[config.mk]
export PLATFORM = sky130hd
export DESIGN_NAME = enigma_rotor_ctrl
export DESIGN_NICKNAME = d
export VERILOG_FILES = /design/src/rtl/enigma_pkg.sv /design/src/rtl/enigma_rotor_stepper.sv /design/src/rtl/enigma_rotor_ctrl.sv
export SDC_FILE = /design/constraint.sdc
export NUM_CORES = 1
export LEC_CHECK = 0
export CORE_MARGIN = 2
export CORE_UTILIZATION = 48
export DETAILED_ROUTE_END_ITERATION = 8
export PLACE_DENSITY_LB_ADDON = 0.2
export SYNTH_ARGS = -nofsm -noshare
export SYNTH_HDL_FRONTEND = slang
export SYNTH_SLANG_ARGS = --single-unit
[constraint.sdc]
create_clock -name clk_i -period 2.5 [get_ports clk_i]
set_input_delay 0.25 -clock clk_i [delete_from_list [all_inputs] [get_ports clk_i]]
set_output_delay 0.25 -clock clk_i [all_outputs]
set_load 0.005 [all_outputs]
[src/rtl/enigma_pkg.sv]
// Shared types and constants for the Enigma rotor sequencer and its position stepper.
package enigma_pkg;

  typedef logic [5:0] sym_t;

  localparam int ALPHA = 64;

  localparam logic [1:0] ROT_A = 2'd0;
  localparam logic [1:0] ROT_B = 2'd1;
  localparam logic [1:0] ROT_C = 2'd2;

  typedef enum logic [1:0] {IDLE, STEP, WAIT, HOLD} state_t;

  function automatic sym_t sym_inc(input sym_t s);
    return sym_t'((32'(s) + 32'd1) % ALPHA);
  endfunction

  // Reserved rotor id maps to no strobe, so the write is silently dropped.
  function automatic logic [2:0] rotor_onehot(input logic [1:0] rot);
    case (rot)
      ROT_A:   return 3'b001;
      ROT_B:   return 3'b010;
      ROT_C:   return 3'b100;
      default: return 3'b000;
    endcase
  endfunction

endpackage

[src/rtl/enigma_rotor_stepper.sv]
// Rotor position registers with odometer-style carry; A always steps, B and C
// carry only from the pre-step positions (no double-step).
module enigma_rotor_stepper
  import enigma_pkg::*;
#(
  parameter sym_t NOTCH_A = 6'd63,
  parameter sym_t NOTCH_B = 6'd63
) (
  input  logic       clk_i,
  input  logic       rst_n_i,
  input  logic       load_i,
  input  logic       step_i,
  input  logic [5:0] init_a_i,
  input  logic [5:0] init_b_i,
  input  logic [5:0] init_c_i,
  output logic [5:0] pos_a_o,
  output logic [5:0] pos_b_o,
  output logic [5:0] pos_c_o
);

  sym_t pos_a_q, pos_b_q, pos_c_q;

  always_ff @(posedge clk_i) begin
    if (!rst_n_i) begin
      pos_a_q <= '0;
      pos_b_q <= '0;
      pos_c_q <= '0;
    end else if (load_i) begin
      pos_a_q <= init_a_i;
      pos_b_q <= init_b_i;
      pos_c_q <= init_c_i;
    end else if (step_i) begin
      pos_a_q <= sym_inc(pos_a_q);
      if (pos_a_q == NOTCH_A) begin
        pos_b_q <= sym_inc(pos_b_q);
        if (pos_b_q == NOTCH_B) pos_c_q <= sym_inc(pos_c_q);
      end
    end
  end

  assign pos_a_o = pos_a_q;
  assign pos_b_o = pos_b_q;
  assign pos_c_o = pos_c_q;

endmodule

[src/rtl/enigma_rotor_ctrl.sv]
// Character sequencer for the three-rotor datapath: config routing, rotor stepping,
// fixed-latency launch/capture and valid/ready return of the ciphertext.
//   state | meaning
//   IDLE  | accept position load, table write or one plaintext character
//   STEP  | advance rotor positions once
//   WAIT  | count down the datapath latency
//   HOLD  | present ciphertext until out_ready
module enigma_rotor_ctrl
  import enigma_pkg::*;
#(
  parameter int   DP_LAT  = 4,
  parameter sym_t NOTCH_A = 6'd63,
  parameter sym_t NOTCH_B = 6'd63
) (
  input  logic        clk_i,
  input  logic        rst_n_i,
  input  logic        cfg_we_i,
  input  logic [1:0]  cfg_rotor_i,
  input  logic [5:0]  cfg_idx_i,
  input  logic [5:0]  cfg_data_i,
  output logic        cfg_ready_o,
  input  logic        pos_load_i,
  input  logic [5:0]  pos_init_a_i,
  input  logic [5:0]  pos_init_b_i,
  input  logic [5:0]  pos_init_c_i,
  input  logic        in_valid_i,
  input  logic [5:0]  in_char_i,
  output logic        in_ready_o,
  output logic        out_valid_o,
  output logic [5:0]  out_char_o,
  input  logic        out_ready_i,
  output logic [2:0]  tbl_we_o,
  output logic [5:0]  tbl_addr_o,
  output logic [5:0]  tbl_data_o,
  output logic [5:0]  dp_char_o,
  output logic [5:0]  dp_pos_a_o,
  output logic [5:0]  dp_pos_b_o,
  output logic [5:0]  dp_pos_c_o,
  input  logic [5:0]  dp_result_i,
  output logic        busy_o,
  output logic [15:0] char_cnt_o
);

  localparam logic [3:0] WAIT_INIT = 4'(DP_LAT - 1);

  state_t      state_q;
  logic [3:0]  wcnt_q;
  logic        out_valid_q;
  sym_t        out_char_q, dp_char_q, tbl_addr_q, tbl_data_q;
  logic [2:0]  tbl_we_q;
  logic [15:0] char_cnt_q;

  logic idle, cfg_acc, chr_acc;

  assign idle        = (state_q == IDLE);
  assign cfg_ready_o = idle & ~pos_load_i;
  assign in_ready_o  = idle & ~pos_load_i & ~cfg_we_i;
  assign cfg_acc     = cfg_ready_o & cfg_we_i;
  assign chr_acc     = in_ready_o & in_valid_i;

  enigma_rotor_stepper #(
    .NOTCH_A(NOTCH_A),
    .NOTCH_B(NOTCH_B)
  ) u_stepper (
    .clk_i   (clk_i),
    .rst_n_i (rst_n_i),
    .load_i  (idle & pos_load_i),
    .step_i  (state_q == STEP),
    .init_a_i(pos_init_a_i),
    .init_b_i(pos_init_b_i),
    .init_c_i(pos_init_c_i),
    .pos_a_o (dp_pos_a_o),
    .pos_b_o (dp_pos_b_o),
    .pos_c_o (dp_pos_c_o)
  );

  always_ff @(posedge clk_i) begin
    if (!rst_n_i) begin
      state_q     <= IDLE;
      wcnt_q      <= '0;
      out_valid_q <= 1'b0;
      out_char_q  <= '0;
      dp_char_q   <= '0;
      tbl_we_q    <= '0;
      tbl_addr_q  <= '0;
      tbl_data_q  <= '0;
      char_cnt_q  <= '0;
    end else begin
      tbl_we_q <= '0;
      case (state_q)
        IDLE: begin
          if (cfg_acc) begin
            tbl_we_q   <= rotor_onehot(cfg_rotor_i);
            tbl_addr_q <= cfg_idx_i;
            tbl_data_q <= cfg_data_i;
          end else if (chr_acc) begin
            dp_char_q <= in_char_i;
            state_q   <= STEP;
          end
        end
        STEP: begin
          wcnt_q  <= WAIT_INIT;
          state_q <= WAIT;
        end
        WAIT: begin
          if (wcnt_q == 4'd0) begin
            out_char_q  <= dp_result_i;
            out_valid_q <= 1'b1;
            char_cnt_q  <= char_cnt_q + 16'd1;
            state_q     <= HOLD;
          end else begin
            wcnt_q <= wcnt_q - 4'd1;
          end
        end
        HOLD: begin
          if (out_ready_i) begin
            out_valid_q <= 1'b0;
            state_q     <= IDLE;
          end
        end
        default: state_q <= IDLE;
      endcase
    end
  end

  assign out_valid_o = out_valid_q;
  assign out_char_o  = out_char_q;
  assign tbl_we_o    = tbl_we_q;
  assign tbl_addr_o  = tbl_addr_q;
  assign tbl_data_o  = tbl_data_q;
  assign dp_char_o   = dp_char_q;
  assign busy_o      = ~idle;
  assign char_cnt_o  = char_cnt_q;

endmodule

Word-level counts from Yosys, hierarchy flattened. Index checks and enable logic that the tools add are counted.

Flip-flop bits (word level): 68. Bits of input ports: 50. Output and inout port bits: 65.

Add/subtract/negate cells: 5. Eq/ne operators: 12. Muxes and demuxes: 20. Bitwise gates (word level): 9. Reductions and logical operators: 17.

Operators by type and width (count): $mux 6 (9); $add 6x1->6 const B (3); $add 16x1->16 const B (1); $eq 6x6->1 const B (2); $reduce_and 3->1 (4); $reduce_bool 2->1 (5); $pmux 3 s3 (1); $mux 2 (4); $ne 2x2->1 const B (4); $pmux 2 s4 (1); $pmux 4 s2 (1); $reduce_and 2->1 (4); $eq 2x2->1 const B (3); $and 1x1->1 (5); $eq 2x1->1 const B (2); $logic_not 2->1 (2); $logic_not 4->1 (1); $mux 4 (1); $not 1->1 (4); $reduce_and 4->1 (1); $sub 4x1->4 const B (1); $mux 1 (2); $ne 2x1->1 const B (1); $pmux 1 s2 (1).

Longest topological paths before layout.
Depth after elaboration: 7. Mapped depth: 8. Mapped depth without buffers: 6.

Hierarchy. From an unflattened synthesis, not the netlist that was laid out.

Cells, all modules: 343. Area, all modules: 3035.4 µm².

Modules (own cells, without submodules): enigma_rotor_ctrl (times used 1, cells an instance 234, area an instance 2089.5 µm²); enigma_rotor_stepper (times used 1, cells an instance 109, area an instance 945.9 µm²).

Worst setup path after synthesis. No wires, ideal clock.

Kind: reg2reg. Start point: reg state_q[0]. End point: reg state_q[1]. Setup time: 0.072 ns. Arrival: 1.539 ns. Data required time: 2.428 ns. Slack: 0.890 ns. Stages on the path, launching flop included: 8. Buffers on the path: 1. Period minus slack after synthesis: 1.610 ns. Path through: dfxtp_1 inv_1 ha_1 nor3b_2 and2_1 buf_2 o211ai_1 mux2i_1.

Word-level cells in the longest chain between the ends: 6.

Ends and longest elaborated chain: start: declaration (RTL line enigma_rotor_ctrl.sv:46) `state_t state_q;`; start signal: assignment (RTL line enigma_rotor_ctrl.sv:79) `state_q <= IDLE;`; start signal: assignment (RTL line enigma_rotor_ctrl.sv:98) `state_q <= STEP;`; start signal: assignment (RTL line enigma_rotor_ctrl.sv:103) `state_q <= WAIT;`; $logic_not 2->1 (RTL line enigma_rotor_ctrl.sv:55) `assign idle = (state_q == IDLE);`; $and 1x1->1 (2 in series) (RTL line enigma_rotor_ctrl.sv:57) `assign in_ready_o = idle & ~pos_load_i & ~cfg_we_i;`; via in_ready_o (RTL line enigma_rotor_ctrl.sv:28) `output logic in_ready_o,`; $and 1x1->1 (RTL line enigma_rotor_ctrl.sv:59) `assign chr_acc = in_ready_o & in_valid_i;`; $ne 2x1->1 (no line); $reduce_and 4->1 (no line).

The timed path passes the listed nets, and every way through them passes these cells. A chain may end at the register's enable or synchronous reset.

Final worst setup path.
Start point: reg state_q[0]. End point: out in_ready_o.

Word-level cells in the longest chain between the ends: 3.

Ends and longest elaborated chain (RTL line): $logic_not 2->1 (enigma_rotor_ctrl.sv:55); $and 1x1->1 (2 in series) (enigma_rotor_ctrl.sv:57); end: declaration (enigma_rotor_ctrl.sv:28).

No other way between the ends.

==> impl_metrics.env <==
export IMPL_status="completed"
export IMPL_num_rows=29
export IMPL_cpMaxStageDelayCell="clkdlybuf4s50_1"
export IMPL_clk_path_buf_depth=2
export IMPL_routedWlPerCell_um=13.95
export IMPL_synth_compound_area_share_pct=11.93
export IMPL_overflow=0
export IMPL_async_flop_share_pct=0
export IMPL_cts_hold_buf=0
export IMPL_drv_slew=0
export IMPL_crit_fanout=7
export IMPL_yosysUniqueCellTypes=49
export IMPL_synth_cells=355
export IMPL_hold_path_class="primary input to flop"
export IMPL_layout_drive_gt1_share_pct=7.006
export IMPL_clock_latency_ps=340
export IMPL_max_slew_margin_rel_pct=64.70
export IMPL_setup_tns_ps=0
export IMPL_place_congestion=0.8116
export IMPL_slowest_delay_ps=540
export IMPL_insertedDiodeCount=0
export IMPL_grt_pass1_vias=2788
export IMPL_synth_xor_area_share_pct=6.106
export IMPL_worst_setup_path_type="flop to output pin"
export IMPL_core_area_um2=6350
export IMPL_synth_adder_area_share_pct=3.569
export IMPL_antenna_found_initial=0
export IMPL_drt_iter0_drc=130
export IMPL_wl_um=7642
export IMPL_leakage_nw=1.679
export IMPL_synth_edff_count=0
export IMPL_crit_family="buffers and inverters"
export IMPL_period_share_pct=82.43
export IMPL_place_hpwl_um=5488
export IMPL_cts_tree="built"
export IMPL_cts_sinks=68
export IMPL_tightest_slew_ps=529.5
export IMPL_path_clk_slew_ps=70
export IMPL_min_period_ps=2061
export IMPL_setup_viol=0
export IMPL_maxCapViolations=0
export IMPL_fillCellCount=503
export IMPL_yosysSeqAreaShare_pct=43.14
export IMPL_critPathRequiredTime_ps=2250
export IMPL_finClkSkew_ps=9.443
export IMPL_critPathArrivalTime_ps=1810
export IMPL_cts_root_buf="clkbuf_8"
export IMPL_drc=0
export IMPL_fin_cells=548
export IMPL_die_w_um=85.08
export IMPL_initial_core_util_pct=49.69
export IMPL_grt_max_degree=38
export IMPL_cts_buffers=9
export IMPL_synthMuxAreaShare_pct=4.758
export IMPL_synth_ff_type="dfxtp_1"
export IMPL_synth_top_family_by_area="simple AND/OR/NAND/NOR gates"
export IMPL_port_buffers=114
export IMPL_grt_first_pass_wirelength_um=12610
export IMPL_finalHoldViolations=0
export IMPL_multi_input_area_um2=1665
export IMPL_placed_cells=532
export IMPL_post_cts_buffers=0
export IMPL_powerDensity_nw_per_um2=734.7
export IMPL_cp_buffers_inverters=2
export IMPL_rsz0062_at_grt="no"
export IMPL_htreeDepth=3
export IMPL_end_kind="output pin"
export IMPL_die_h_um=85.08
export IMPL_grt_usage_pct=21.40
export IMPL_register_area_um2=1361
export IMPL_syn2layout_area_growth_pct=43.81
export IMPL_path_cells="inv_1 -> ha_1 -> nor3b_2 -> clkdlybuf4s50_1"
export IMPL_ys_warn_count=0
export IMPL_synth_seq_cells=68
export IMPL_antenna_left=0
export IMPL_synth_area_um2=3156
export IMPL_firstDrtPassIters=4
export IMPL_num_vias=2884
export IMPL_fmax_ghz=0.4852
export IMPL_yosys_area_share_simple_pct=26.41
export IMPL_worst_ir_drop_vdd_mv=0.6649
export IMPL_startpoint_type="flop"
export IMPL_nets=525
export IMPL_synth_nets=414
export IMPL_vias_per_cell=5.263
export IMPL_syn_avg_cell_area_um2=8.889
export IMPL_die_area_um2=7239
export IMPL_cts_resized=0
export IMPL_ios=115
[sequential cells by signal, indices dropped and copies added, names as in the netlist]
register / count
u_stepper.pos_a_o: 6
tbl_addr_o: 6
out_valid_o: 1
state_q: 2
wcnt_q: 4
dp_char_o: 6
u_stepper.pos_c_o: 6
u_stepper.pos_b_o: 6
char_cnt_o: 16
tbl_data_o: 6
tbl_we_o: 3
out_char_o: 6
[cell families after synthesis]
kind of cell,after synthesis
muxes,15
DFF,68
and+or+nand+nor,148
adders and majority gates,9
buffers and inverters,28
AOI/OAI and AO/OA,65
xor gates and xnor gates,22
[worst paths after layout]
check / start / to / slack, ps / cells past startpoint
worst max register to register: state_q[0] / char_cnt_o[15] / 510 / 6
worst max-delay path: state_q[0] / in_ready_o / 440 / 4
worst min register to register: tbl_data_o[1] / tbl_data_o[1] / 460 / 2
worst min-delay path: cfg_idx_i[0] / tbl_addr_o[0] / 450 / 3
[Yosys cell counts (2+ instances only)]
cell	n	area (µm²)
xor2_1	8	70.07
nor4_1	2	12.51
o211ai_1	2	15.01
o31a_1	2	17.52
o21ai_0	14	70.07
mux2i_1	15	150.1
inv_1	8	30.03
buf_6	2	22.52
nor2b_1	3	18.77
xnor2_1	14	122.6
nand4_1	5	31.28
nand4_4	2	42.54
buf_2	4	20.02
or3_1	2	12.51
ha_1	9	112.6
nor4_4	3	63.81
a211oi_1	7	52.55
nand2b_1	4	25.02
and3_1	4	25.02
nor2_1	30	112.6
nor3_1	6	30.03
nor3b_1	2	15.01
nand3_1	13	65.06
nand2_1	56	210.2
a21oi_1	34	170.2
clkbuf_1	12	45.04
and2_1	3	18.77
dfxtp_1	68	1361
[area by class of cell]
class,instances,area share (%)
multi-input combinational,259,36.70
sequential,68,30.00
timing repair buffer,119,25.97
clock buffer,12,3.419
tap,77,2.123
clock inverter,4,1.048
inverter,9,0.7444
[through the flow]
step	setup slack (ps)	hold WS (ps)	instance area (µm²)	power [mW]	util, %
3_5_place_dp	482.7	446.6	4335	2.431	68.28
4_1_cts	408.1	441.3	4538	3.357	71.47
6_report	439.2	447.8	4538	3.334	71.47
5_1_grt	274.2	455.1	4538	3.519	71.47
3_3_place_gp	595.4	441.4	4335	2.406	68.28
2_1_floorplan	889.7	325.8	3156	1.958	-
[routing by layer]
metal,GRT usage (%),vias to the layer above,share of wire [%]
met1,25.38,1341,43
met5,0,-,0
met3,5.837,9,6.6
met4,7.792,0,1.6
li1,-,1450,-
met2,37.00,84,49
[worst register-to-register path: cells and delay by family (launching register included)]
kind / cells / cell delay, ps
flops: 1 / 330
mux: 1 / 130
simple gates: 3 / 910
buf+inv: 1 / 100
fa+ha+maj: 1 / 410
[report_power, final]
| part | switching (mW) | total, mW | internal (mW) | leakage [nW] |
|---|---|---|---|---|
| clock network | 0.413 | 0.925 | 0.512 | 0.102 |
| logic | 0.469 | 1.02 | 0.553 | 1.02 |
| registers | 0.156 | 1.39 | 1.23 | 0.554 |
| total | 1.04 | 3.33 | 2.30 | 1.68 |
[cell usage in the layout, fill, tap and decap left out, types with 6 or more instances in the layout]
cell type	Yosys	final
a21oi_1	34	34
dfxtp_1	68	68
nor2_1	30	30
ha_1	9	9
nor3_1	6	6
mux2i_1	15	15
clkbuf_8	0	11
o21ai_0	14	14
clkdlybuf4s50_1	0	114
inv_1	8	8
a211oi_1	7	7
nand2_1	56	56
xnor2_1	14	14
nand3_1	13	13
xor2_1	8	8
Power figures use the tool's default switching activity.
